$ cat config.mk
export PLATFORM = sky130hd
export DESIGN_NAME = voice_allocator_flat
export DESIGN_NICKNAME = d
export VERILOG_FILES = /design/src/rtl/voice_allocator_if.sv /design/src/rtl/voice_allocator.sv /design/src/flat_wrapper.sv
export SDC_FILE = /design/constraint.sdc
export NUM_CORES = 1
export LEC_CHECK = 0
export CELL_PAD_IN_SITES_DETAIL_PLACEMENT = 1
export CELL_PAD_IN_SITES_GLOBAL_PLACEMENT = 2
export CORE_UTILIZATION = 38
export CTS_CLUSTER_DIAMETER = 60
export DETAILED_ROUTE_END_ITERATION = 7
export PLACE_DENSITY_LB_ADDON = 0.1
export SYNTH_ARGS = -nofsm -noshare
export SYNTH_HDL_FRONTEND = slang
export SYNTH_SLANG_ARGS = --single-unit
$ cat constraint.sdc
create_clock -name reg_clk -period 6.3 [get_ports reg_clk]
set_input_delay 0.945 -clock reg_clk [delete_from_list [all_inputs] [get_ports reg_clk]]
set_output_delay 0.945 -clock reg_clk [all_outputs]
set_load 0.01 [all_outputs]
$ cat src/rtl/voice_allocator_if.sv
// rtl/voice_allocator_if.sv - note event stream and voice assignment strobe bundle
interface voice_allocator_if #(
    parameter int V_WIDTH = 4
);
    logic             ev_valid;
    logic             ev_ready;
    logic [1:0]       ev_type;
    logic [6:0]       ev_key;
    logic [6:0]       ev_vel;
    logic             assign_valid;
    logic [V_WIDTH:0] assign_voice;
    logic [6:0]       assign_key;
    logic [6:0]       assign_vel;
    logic             assign_steal;

    modport master (
        output ev_valid, ev_type, ev_key, ev_vel,
        input  ev_ready,
        input  assign_valid, assign_voice, assign_key, assign_vel, assign_steal
    );
    modport slave (
        input  ev_valid, ev_type, ev_key, ev_vel,
        output ev_ready,
        output assign_valid, assign_voice, assign_key, assign_vel, assign_steal
    );
endinterface

$ cat src/rtl/voice_allocator.sv
// rtl/voice_allocator.sv - polyphonic voice allocator with sequential voice-table scan
module voice_allocator #(
    parameter int VOICES  = 32,
    parameter int V_WIDTH = 4
) (
    input  logic               reg_clk,
    input  logic               reset_reg_n,
    voice_allocator_if.slave   ev,
    input  logic [VOICES-1:0]  voice_free,
    output logic [VOICES-1:0]  keys_on,
    output logic [V_WIDTH+1:0] active_keys
);
    localparam int            IW       = V_WIDTH + 1;
    localparam logic [IW-1:0] AGE_MAX  = IW'(VOICES - 1);
    localparam logic [IW-1:0] LAST_IDX = IW'(VOICES - 1);
    localparam logic [1:0]    OP_ON    = 2'd0;
    localparam logic [1:0]    OP_OFF   = 2'd1;
    localparam logic [1:0]    OP_SUST  = 2'd2;

    typedef enum logic [1:0] {S_IDLE, S_SCAN, S_COMMIT, S_APPLY} state_t;

    state_t             state_q, state_d;
    logic [IW-1:0]      idx_q, idx_d;
    logic [1:0]         op_q, op_d;
    logic [6:0]         op_key_q, op_key_d;
    logic [6:0]         op_vel_q, op_vel_d;
    logic               pedal_q, pedal_d;
    logic               match_ok_q, match_ok_d;
    logic               free_ok_q, free_ok_d;
    logic [IW-1:0]      match_idx_q, match_idx_d;
    logic [IW-1:0]      free_idx_q, free_idx_d;
    logic [IW-1:0]      old_idx_q, old_idx_d;
    logic [IW-1:0]      old_age_q, old_age_d;
    logic [6:0]         key_q [VOICES];
    logic [6:0]         key_d [VOICES];
    logic [IW-1:0]      age_q [VOICES];
    logic [IW-1:0]      age_d [VOICES];
    logic [VOICES-1:0]  held_q, held_d;
    logic [VOICES-1:0]  sust_q, sust_d;
    logic               assign_valid_q, assign_valid_d;
    logic [IW-1:0]      assign_voice_q, assign_voice_d;
    logic [6:0]         assign_key_q, assign_key_d;
    logic [6:0]         assign_vel_q, assign_vel_d;
    logic               assign_steal_q, assign_steal_d;
    logic [V_WIDTH+1:0] active_q, active_d;
    logic [IW-1:0]      tgt;

    always_ff @(posedge reg_clk or negedge reset_reg_n) begin
        if (!reset_reg_n) begin
            state_q        <= S_IDLE;
            idx_q          <= '0;
            op_q           <= '0;
            op_key_q       <= '0;
            op_vel_q       <= '0;
            pedal_q        <= 1'b0;
            match_ok_q     <= 1'b0;
            free_ok_q      <= 1'b0;
            match_idx_q    <= '0;
            free_idx_q     <= '0;
            old_idx_q      <= '0;
            old_age_q      <= '0;
            held_q         <= '0;
            sust_q         <= '0;
            assign_valid_q <= 1'b0;
            assign_voice_q <= '0;
            assign_key_q   <= '0;
            assign_vel_q   <= '0;
            assign_steal_q <= 1'b0;
            active_q       <= '0;
            for (int i = 0; i < VOICES; i++) begin
                key_q[i] <= '0;
                age_q[i] <= '0;
            end
        end else begin
            state_q        <= state_d;
            idx_q          <= idx_d;
            op_q           <= op_d;
            op_key_q       <= op_key_d;
            op_vel_q       <= op_vel_d;
            pedal_q        <= pedal_d;
            match_ok_q     <= match_ok_d;
            free_ok_q      <= free_ok_d;
            match_idx_q    <= match_idx_d;
            free_idx_q     <= free_idx_d;
            old_idx_q      <= old_idx_d;
            old_age_q      <= old_age_d;
            held_q         <= held_d;
            sust_q         <= sust_d;
            assign_valid_q <= assign_valid_d;
            assign_voice_q <= assign_voice_d;
            assign_key_q   <= assign_key_d;
            assign_vel_q   <= assign_vel_d;
            assign_steal_q <= assign_steal_d;
            active_q       <= active_d;
            for (int i = 0; i < VOICES; i++) begin
                key_q[i] <= key_d[i];
                age_q[i] <= age_d[i];
            end
        end
    end

    always_comb begin
        state_d        = state_q;
        idx_d          = idx_q;
        op_d           = op_q;
        op_key_d       = op_key_q;
        op_vel_d       = op_vel_q;
        pedal_d        = pedal_q;
        match_ok_d     = match_ok_q;
        free_ok_d      = free_ok_q;
        match_idx_d    = match_idx_q;
        free_idx_d     = free_idx_q;
        old_idx_d      = old_idx_q;
        old_age_d      = old_age_q;
        held_d         = held_q;
        sust_d         = sust_q;
        assign_valid_d = 1'b0;
        assign_voice_d = assign_voice_q;
        assign_key_d   = assign_key_q;
        assign_vel_d   = assign_vel_q;
        assign_steal_d = assign_steal_q;
        tgt            = '0;
        active_d       = '0;
        for (int i = 0; i < VOICES; i++) begin
            key_d[i] = key_q[i];
            age_d[i] = age_q[i];
        end

        case (state_q)
            S_IDLE: begin
                if (ev.ev_valid) begin
                    // zero-velocity note-on is the running-status form of note-off
                    op_d        = (ev.ev_type == OP_ON && ev.ev_vel == 7'd0) ? OP_OFF : ev.ev_type;
                    op_key_d    = ev.ev_key;
                    op_vel_d    = ev.ev_vel;
                    idx_d       = '0;
                    match_ok_d  = 1'b0;
                    free_ok_d   = 1'b0;
                    match_idx_d = '0;
                    free_idx_d  = '0;
                    old_idx_d   = '0;
                    old_age_d   = '0;
                    state_d     = (ev.ev_type[1] == 1'b0) ? S_SCAN : S_APPLY;
                end
            end
            S_SCAN: begin
                if (!match_ok_q && key_q[idx_q] == op_key_q && (held_q[idx_q] || sust_q[idx_q])) begin
                    match_ok_d  = 1'b1;
                    match_idx_d = idx_q;
                end
                if (!free_ok_q && voice_free[idx_q] && !held_q[idx_q] && !sust_q[idx_q]) begin
                    free_ok_d  = 1'b1;
                    free_idx_d = idx_q;
                end
                // strict compare keeps the lowest index on equal ages
                if (age_q[idx_q] > old_age_q) begin
                    old_age_d = age_q[idx_q];
                    old_idx_d = idx_q;
                end
                if (idx_q == LAST_IDX) state_d = S_COMMIT;
                else                   idx_d   = idx_q + 1'b1;
            end
            S_COMMIT: begin
                state_d = S_IDLE;
                if (op_q == OP_ON) begin
                    tgt = match_ok_q ? match_idx_q : (free_ok_q ? free_idx_q : old_idx_q);
                    for (int i = 0; i < VOICES; i++) begin
                        if ((held_q[i] || sust_q[i]) && age_q[i] != AGE_MAX) age_d[i] = age_q[i] + 1'b1;
                    end
                    key_d[tgt]     = op_key_q;
                    held_d[tgt]    = 1'b1;
                    sust_d[tgt]    = 1'b0;
                    age_d[tgt]     = '0;
                    assign_valid_d = 1'b1;
                    assign_voice_d = tgt;
                    assign_key_d   = op_key_q;
                    assign_vel_d   = op_vel_q;
                    assign_steal_d = !match_ok_q && !free_ok_q;
                end else if (match_ok_q) begin
                    held_d[match_idx_q] = 1'b0;
                    if (pedal_q) sust_d[match_idx_q] = 1'b1;
                end
            end
            S_APPLY: begin
                state_d = S_IDLE;
                if (op_q == OP_SUST) begin
                    pedal_d = op_vel_q[6];
                    if (!op_vel_q[6]) sust_d = '0;
                end else begin
                    held_d  = '0;
                    sust_d  = '0;
                    pedal_d = 1'b0;
                end
            end
            default: state_d = S_IDLE;
        endcase

        for (int i = 0; i < VOICES; i++) begin
            active_d = active_d + (V_WIDTH + 2)'(held_d[i]);
        end
    end

    assign ev.ev_ready     = (state_q == S_IDLE);
    assign ev.assign_valid = assign_valid_q;
    assign ev.assign_voice = assign_voice_q;
    assign ev.assign_key   = assign_key_q;
    assign ev.assign_vel   = assign_vel_q;
    assign ev.assign_steal = assign_steal_q;
    assign keys_on         = held_q;
    assign active_keys     = active_q;
endmodule

$ cat src/flat_wrapper.sv
// flat-port wrapper written by rule: the top's interface ports become plain ports
module voice_allocator_flat 
#(
    parameter int VOICES  = 32,
    parameter int V_WIDTH = 4
)
  (reg_clk, reset_reg_n, voice_free, keys_on, active_keys, ev_ev_valid, ev_ev_type, ev_ev_key, ev_ev_vel, ev_ev_ready, ev_assign_valid, ev_assign_voice, ev_assign_key, ev_assign_vel, ev_assign_steal);
  voice_allocator_if #(.V_WIDTH(V_WIDTH)) ev_i ();
  input  logic reg_clk;
  input  logic reset_reg_n;
  input  logic [VOICES-1:0] voice_free;
  output logic [VOICES-1:0] keys_on;
  output logic [V_WIDTH+1:0] active_keys;
  input wire logic [$bits(ev_i.ev_valid)-1:0] ev_ev_valid;
  input wire logic [$bits(ev_i.ev_type)-1:0] ev_ev_type;
  input wire logic [$bits(ev_i.ev_key)-1:0] ev_ev_key;
  input wire logic [$bits(ev_i.ev_vel)-1:0] ev_ev_vel;
  output wire logic [$bits(ev_i.ev_ready)-1:0] ev_ev_ready;
  output wire logic [$bits(ev_i.assign_valid)-1:0] ev_assign_valid;
  output wire logic [$bits(ev_i.assign_voice)-1:0] ev_assign_voice;
  output wire logic [$bits(ev_i.assign_key)-1:0] ev_assign_key;
  output wire logic [$bits(ev_i.assign_vel)-1:0] ev_assign_vel;
  output wire logic [$bits(ev_i.assign_steal)-1:0] ev_assign_steal;
  assign ev_i.ev_valid = ev_ev_valid;
  assign ev_i.ev_type = ev_ev_type;
  assign ev_i.ev_key = ev_ev_key;
  assign ev_i.ev_vel = ev_ev_vel;
  assign ev_ev_ready = ev_i.ev_ready;
  assign ev_assign_valid = ev_i.assign_valid;
  assign ev_assign_voice = ev_i.assign_voice;
  assign ev_assign_key = ev_i.assign_key;
  assign ev_assign_vel = ev_i.assign_vel;
  assign ev_assign_steal = ev_i.assign_steal;
  voice_allocator #(.VOICES(VOICES), .V_WIDTH(V_WIDTH)) u_core (.reg_clk(reg_clk), .reset_reg_n(reset_reg_n), .ev(ev_i), .voice_free(voice_free), .keys_on(keys_on), .active_keys(active_keys));
endmodule
==> results_dict.tcl, run 1 <==
set metrics [dict create \
    syn_area_per_cell_um2 11.7 \
    core_area_mm2 0.0704 \
    clk_latency_ns 0.62 \
    ys_seq_area_frac 0.480 \
    outcome "finished clean" \
    ir_drop_v 0.000274 \
    wl_per_cell_um 26.5 \
    placed_cells 3360 \
    swShare 0.354 \
    cts_root_buffer "clkbuf_16" \
    cts.htree.levels 3 \
    grt_pass1_wl_mm 140 \
    drc_errors 0 \
    required_ns 6.84 \
    ctsLongestPathBuffers 3 \
    antenna_found_initial 0 \
    cp.arrival_ns 6.65 \
    final_area_mm2 0.0324 \
    whs_ns 0.244 \
    grt_pass1_vias 21197 \
    ys_ff_latch 521 \
    synthCells 2321 \
    grt_overflow 0 \
    finish.utilization 0.461 \
    synth_edf_count 0 \
    synth_cell_types 65 \
    async_flop_share 1.00 \
    hold_viol 0 \
    grt.total_usage 0.260 \
    power_density_mw_per_mm2 344 \
    die-area_mm2 0.0725 \
    cts_tree "built" \
    internal_power_mw 7.20 \
    ant_nets 0 \
    dpl.hpwl_mm 65.9 \
    vias 19354 \
    diodes 0 \
    routed_wl_mm 92.5 \
    hp-class "primary input to asynchronous set/reset pin" \
    dieHeight_um 269 \
    setup_viol 0 \
    leakage_nw 15.5 \
    place.gp.congestion 0.909 \
    r2r_slack_ns 0.19 \
    tns_ns 0 \
    worstSetupPathType "flop to flop" \
    crit_path_max_fanout 10 \
    die_w_um 269 \
    fillers 7428 \
    vias_per_cell 5.53 \
    synth_nets 2475 \
    slew_headroom 0.137 \
    path_clk_slew_ns 0.06 \
    cts_made_buffers 69 \
    crit_start "u_core.match_ok_q$_DFFE_PN0P_" \
    skew_ns 0.0228 \
    r2r_start "u_core.match_ok_q$_DFFE_PN0P_" \
    io_pins 111 \
    area_delta_synth_final_pct 19.5 \
    period_needed_ns 6.11 \
    start_util 0.385 \
    cts_sinks 521 \
    drive_above_1_share 0.248 \
    syn_area_mm2 0.0271 \
    clkPwrFrac 0.352 \
    pwr-share-seq 0.357 \
    fin_crit_sh 0.970 \
    yosysWarnings 0 \
    max_cap_violations 0 \
    num_rows 97 \
    power_switching_mw 3.95 \
    fmax_mhz 164 \
    ys.flop_type "dfrtp_1" \
    pwr-share-comb 0.291 \
    drtIter0Drc 1013 \
    grt_start_max_net_pins 163 \
    cts_hold_repair.buffers 0 \
    drv_slew 0 \
    fin_nets 2662 \
    endpoint_kind "flop" \
    first_pass_iters 5 \
    tightest_slew_ns 1.29 \
    critPathLaunchType "flop" \
    portBuffers 110 \
    post_dp_cell_area_mm2 0.0298 \
    final_cells 3497 \
]
path summary, 6_finish.rpt:
kind | end | depth (start not counted)
setup / recovery | u_core.active_keys[4]$_DFF_PN0_ | 23
hold / removal | u_core.ev.assign_vel[3]$_DFFE_PN0P_ | 1
setup reg to reg | u_core.active_keys[4]$_DFF_PN0_ | 23
hold reg to reg | u_core.key_q[71]$_DFFE_PN0P_ | 2
max in group asynchronous | u_core.age_q[131]$_DFFE_PN0P_ | 2
min in group reg_clk | u_core.key_q[71]$_DFFE_PN0P_ | 2
cells in the mapped netlist, types with 5 or more instances:
cell type | count | area (um^2)
a211o_1 | 5 | 43.8
a211oi_1 | 5 | 37.5
a21o_1 | 8 | 60.1
a21oi_1 | 102 | 510
a221oi_1 | 5 | 43.8
a22oi_1 | 5 | 37.5
and2_1 | 6 | 37.5
and3_1 | 36 | 225
buf_1 | 8 | 30.0
buf_12 | 6 | 120
buf_2 | 11 | 55.1
buf_4 | 6 | 45.0
buf_6 | 8 | 90.1
clkbuf_1 | 101 | 379
dfrtp_1 | 521 | 13000
fa_1 | 24 | 480
ha_1 | 79 | 988
inv_1 | 62 | 233
mux2_2 | 226 | 2540
mux2_4 | 5 | 75.1
mux2i_1 | 110 | 1100
mux4_1 | 27 | 709
mux4_2 | 71 | 1600
nand2_1 | 235 | 882
nand2b_1 | 9 | 56.3
nand3_1 | 18 | 90.1
nand4_1 | 32 | 200
nor2_1 | 263 | 987
nor2b_1 | 9 | 56.3
nor3_1 | 51 | 255
nor3b_1 | 7 | 52.6
o211ai_1 | 6 | 45.0
o21a_1 | 12 | 90.1
o21ai_0 | 49 | 245
o221ai_1 | 11 | 96.3
o22a_1 | 19 | 166
o22ai_1 | 9 | 56.3
o31ai_1 | 7 | 52.6
xnor2_1 | 38 | 333
xor2_1 | 68 | 596
logic make-up (layout without fill, tap and decap cells):
family / Yosys count / count (layout) / synth area share
flip-flops: 521 / 521 / 0.480
AND/OR/NAND/NOR: 688 / 688 / 0.111
AO/OA/AOI/OAI: 259 / 259 / 0.0602
multiplexers: 442 / 442 / 0.225
buffers and inverters: 202 / 438 / 0.0351
adder cells (fa/ha/maj): 103 / 103 / 0.0541
XOR/XNOR: 106 / 106 / 0.0342
routing by layer:
metal / share of wire / wire, um / global-route usage
met1: 0.46 / 42200 / 0.356
met2: 0.48 / 44200 / 0.421
met3: 0.038 / 3470 / 0.0428
met4: 0.029 / 2680 / 0.0783
met5: 0 / 0 / 0
metrics by stage:
step | total power, mW | worst slack (ns)
after floorplan | 5.75 | 0.00220
after global placement | 7.04 | -0.108
after detailed placement | 7.09 | -0.209
after CTS | 11.1 | 0.0123
after global routing | 11.6 | -0.0165
final | 11.1 | 0.190
cells in the final DEF (no fill, tap or decap), drive strengths merged, types with 38 or more instances in the layout:
master	netlist	layout
nor3	52	52
inv	62	66
ha	79	79
buf	39	147
a21oi	102	102
clkbuf	101	100
mux4	101	101
clkdlybuf4s50	0	109
xnor2	38	38
o21ai	50	50
dfrtp	521	521
xor2	68	68
mux2i	110	110
nand2	237	237
nor2	263	263
mux2	231	231
critical path, stage by stage (launching register included):
cell and delay, ns:
dfrtp_2 0.48, buf_4 0.19, nand2b_1 0.11, o21ai_2 0.08, buf_4 0.15, nor2_1 0.17
nand2_2 0.19, nor2_2 0.18, o22a_1 0.16, inv_1 0.06, fa_1 0.51, fa_2 0.64
fa_1 0.49, fa_1 0.49, fa_1 0.50, inv_1 0.05, fa_1 0.46, inv_2 0.08
fa_2 0.19, inv_2 0.04, fa_2 0.33, a21o_1 0.20, a21oi_2 0.14, xnor2_1 0.12
flip-flops by register name (all words and copies together), names as in the netlist:
register	flops
u_core.ev.assign_steal	1
u_core.age_q	160
u_core.active_keys	6
u_core.op_vel_q	7
u_core.free_idx_q	5
u_core.idx_q	5
u_core.ev.assign_voice	5
u_core.op_key_q	7
u_core.state_q	2
u_core.old_age_q	5
u_core.op_q	2
u_core.old_idx_q	5
u_core.keys_on	32
u_core.sust_q	32
u_core.key_q	224
u_core.ev.assign_vel	7
u_core.match_idx_q	5
u_core.ev.assign_valid	1
u_core.match_ok_q	1
u_core.pedal_q	1
u_core.ev.assign_key	7
u_core.free_ok_q	1
power by group through the flow:
stage,Sequential [mW],Clock [mW],Combinational [mW]
floorplan,3.78,0,1.97
global placement,4.01,0,3.03
detailed placement,4.03,0,3.06
CTS,3.98,4.03,3.10
global route,4.02,4.16,3.44
finish,3.99,3.92,3.24
timing repair:
action	in CTS	in global routing
setup buffers	2	15
gates resized for setup	11	55
pin swaps	4	24
endpoints found under the setup margin	5	5
layout make-up:
| class | instances | area [um^2] | share of cell area |
|---|---|---|---|
| Multi-Input combinational cell | 1598 | 13400 | 0.414 |
| Sequential cell | 521 | 13000 | 0.403 |
| Timing Repair Buffer | 256 | 2260 | 0.0698 |
| Clock buffer | 100 | 2030 | 0.0627 |
| Tap cell | 940 | 1180 | 0.0363 |
| Clock inverter | 20 | 238 | 0.00733 |
| Inverter | 62 | 233 | 0.00718 |
No activity file was read; power rests on OpenSTA's default activity.
==> run 2: changes to the inputs <==
--- a/config.mk
+++ b/config.mk
@@ -7,10 +7,11 @@
 export LEC_CHECK = 0
 export CELL_PAD_IN_SITES_DETAIL_PLACEMENT = 1
 export CELL_PAD_IN_SITES_GLOBAL_PLACEMENT = 2
-export CORE_UTILIZATION = 38
+export CORE_UTILIZATION = 42
 export CTS_CLUSTER_DIAMETER = 60
 export DETAILED_ROUTE_END_ITERATION = 7
 export PLACE_DENSITY_LB_ADDON = 0.1
+export SKIP_CTS_REPAIR_TIMING = 1
 export SYNTH_ARGS = -nofsm -noshare
 export SYNTH_HDL_FRONTEND = slang
 export SYNTH_SLANG_ARGS = --single-unit
==> constraint.sdc (replaced) <==
create_clock -name reg_clk -period 6.73 [get_ports reg_clk]
set_input_delay 1.0095 -clock reg_clk [delete_from_list [all_inputs] [get_ports reg_clk]]
set_output_delay 1.0095 -clock reg_clk [all_outputs]
set_load 0.01 [all_outputs]
==> run 2 against run 1 <==
- combinational power decreased by 15%
- wire length shrank 3.8%
- die area decreased by 9.5%
- register-to-register slack better by 0.11 ns
- clock skew down 0.0013 ns
- design area fell by 1.9%
- non-clock buffer count shrank 47
- largest cell class unchanged
- highest routed layer unchanged
==> results_dict.tcl, run 2 (synthesis results as in run 1) <==
set metrics [dict create \
    path_buf_inv 5 \
    fin_crit_sh 0.955 \
    power_density_mw_per_mm2 322 \
    ir_drop_v 0.000220 \
    grt_start_max_net_pins 163 \
    endpoint_kind "flop" \
    vias_per_cell 5.73 \
    r2r_start "u_core.free_ok_q$_DFFE_PN0P_" \
    tightest_slew_ns 1.16 \
    largest_reg_flops 224 \
    clk_latency_ns 0.61 \
    grt_pass1_vias 20937 \
    cp.arrival_ns 6.94 \
    first_pass_iters 5 \
    drc_errors 0 \
    outcome "finished clean" \
    cts_made_buffers 67 \
    worst_r2r_endpoint "u_core.active_keys[4]$_DFF_PN0_" \
    place.gp.congestion 0.948 \
    vias 19233 \
    period_needed_ns 6.43 \
    regMostFlops "u_core.key_q" \
    final_cell_mix "517 x dfrtp_1, 255 x nor2_1, 233 x nand2_1" \
    post-place-ws_ns 0.00670 \
    cts_root_buffer "clkbuf_16" \
    cts_tree "built" \
    cts_sinks 521 \
    antenna_found_initial 0 \
    crit_path_max_incr_delay_ns 0.56 \
    worstSetupPathType "flop to flop" \
    final_common_cell "dfrtp_1" \
    drtIter0Drc 1331 \
    worstRegToRegCells 23 \
    grt_overflow 0 \
    drv_slew 0 \
    area_delta_synth_final_pct 17.2 \
    dieHeight_um 256 \
    crit_family "adder cells" \
    cts.htree.levels 3 \
    largestRegisters "u_core.key_q x224, u_core.age_q x160" \
    fin_ws_ns 0.303 \
    finalPower_mw 10.2 \
    finish.utilization 0.501 \
    core_area_mm2 0.0634 \
    path_cells "buf_4, mux2i_2, o21ai_1, nor2_2, nand2_2, nor3b_2, o22a_1, ha_1, inv_1, fa_1, fa_1, fa_1, fa_1, fa_1, inv_1, fa_1, inv_1, fa_1, inv_1, fa_1, a21o_1, a21oi_2, xnor2_1" \
    fillers 6587 \
    skew_ns 0.0214 \
    diodes 0 \
    portBuffers 110 \
    leakage_nw 15.3 \
    critPathLaunchType "flop" \
    r2r_slack_ns 0.30 \
    drive_above_1_share 0.218 \
    crit_top_cell "fa_1" \
    hp-class "primary input to asynchronous set/reset pin" \
    max_cap_violations 0 \
    cpMaxStageDelayCell "fa_1" \
    wl_per_cell_um 26.5 \
    die-area_mm2 0.0656 \
    grt.total_usage 0.277 \
    ctsLongestPathBuffers 3 \
    required_ns 7.25 \
    slew_headroom 0.229 \
    fin_nets 2614 \
    grt_pass1_wl_mm 137 \
    start_util 0.428 \
    setup_viol 0 \
    crit_path_max_fanout 6 \
    ant_nets 0 \
    dpl.hpwl_mm 63.2 \
    hold_viol 0 \
    die_w_um 256 \
    io_pins 111 \
    routed_wl_mm 89.0 \
    num_rows 92 \
    tns_ns 0 \
    path_clk_slew_ns 0.05 \
    fmax_mhz 156 \
]
## run 2: cell count changes in the layout (fill, tap and decap cells not counted), sizes merged
cell      delta
clkinvlp     +3
o21a         +1
clkbuf       -6
bufinv       +5
buf         -47
inv          +1
clkinv       -1
## run 2: worst max-delay path by stage
stage,cells past startpoint,end,start
floorplan,23,u_core.active_keys[4]$_DFF_PN0_,u_core.free_ok_q$_DFFE_PN0P_
global placement,22,u_core.active_keys[4]$_DFF_PN0_,u_core.free_ok_q$_DFFE_PN0P_
detailed placement,23,u_core.active_keys[4]$_DFF_PN0_,u_core.free_ok_q$_DFFE_PN0P_
CTS,23,u_core.active_keys[4]$_DFF_PN0_,u_core.free_ok_q$_DFFE_PN0P_
global route,23,u_core.active_keys[4]$_DFF_PN0_,u_core.free_ok_q$_DFFE_PN0P_
finish,23,u_core.active_keys[4]$_DFF_PN0_,u_core.free_ok_q$_DFFE_PN0P_
## run 2: power breakdown
group / switching [mW] / internal [mW] / leakage (nW) / total, mW
Clock: 1.46 / 2.30 / 1.13 / 3.76
Combinational: 1.71 / 1.06 / 6.95 / 2.77
Sequential: 0.348 / 3.36 / 7.21 / 3.71
## run 2: cell type report
type	count	area [um^2]	share of cell area
multi-input cells	1599	13300	0.417
flip-flops and latches	521	13000	0.410
clock buffers	94	1940	0.0611
repair buffers	209	1900	0.0597
well taps	846	1060	0.0333
clock inverters	28	369	0.0116
inverters	62	233	0.00732
## run 2: metal layers
layer | wire (um) | track usage
met2 | 43200 | 0.458
met3 | 3120 | 0.0360
met5 | 0 | 0
met1 | 40700 | 0.384
met4 | 2070 | 0.0760
## run 2: through the flow
step,std cells,cell area [um^2],hold WS [ns]
after floorplan,2321,27100,0.437
after global placement,3234,29400,0.450
after detailed placement,3234,29400,0.459
after CTS,3356,31700,0.415
after global routing,3359,31800,0.443
final,3359,31800,0.410
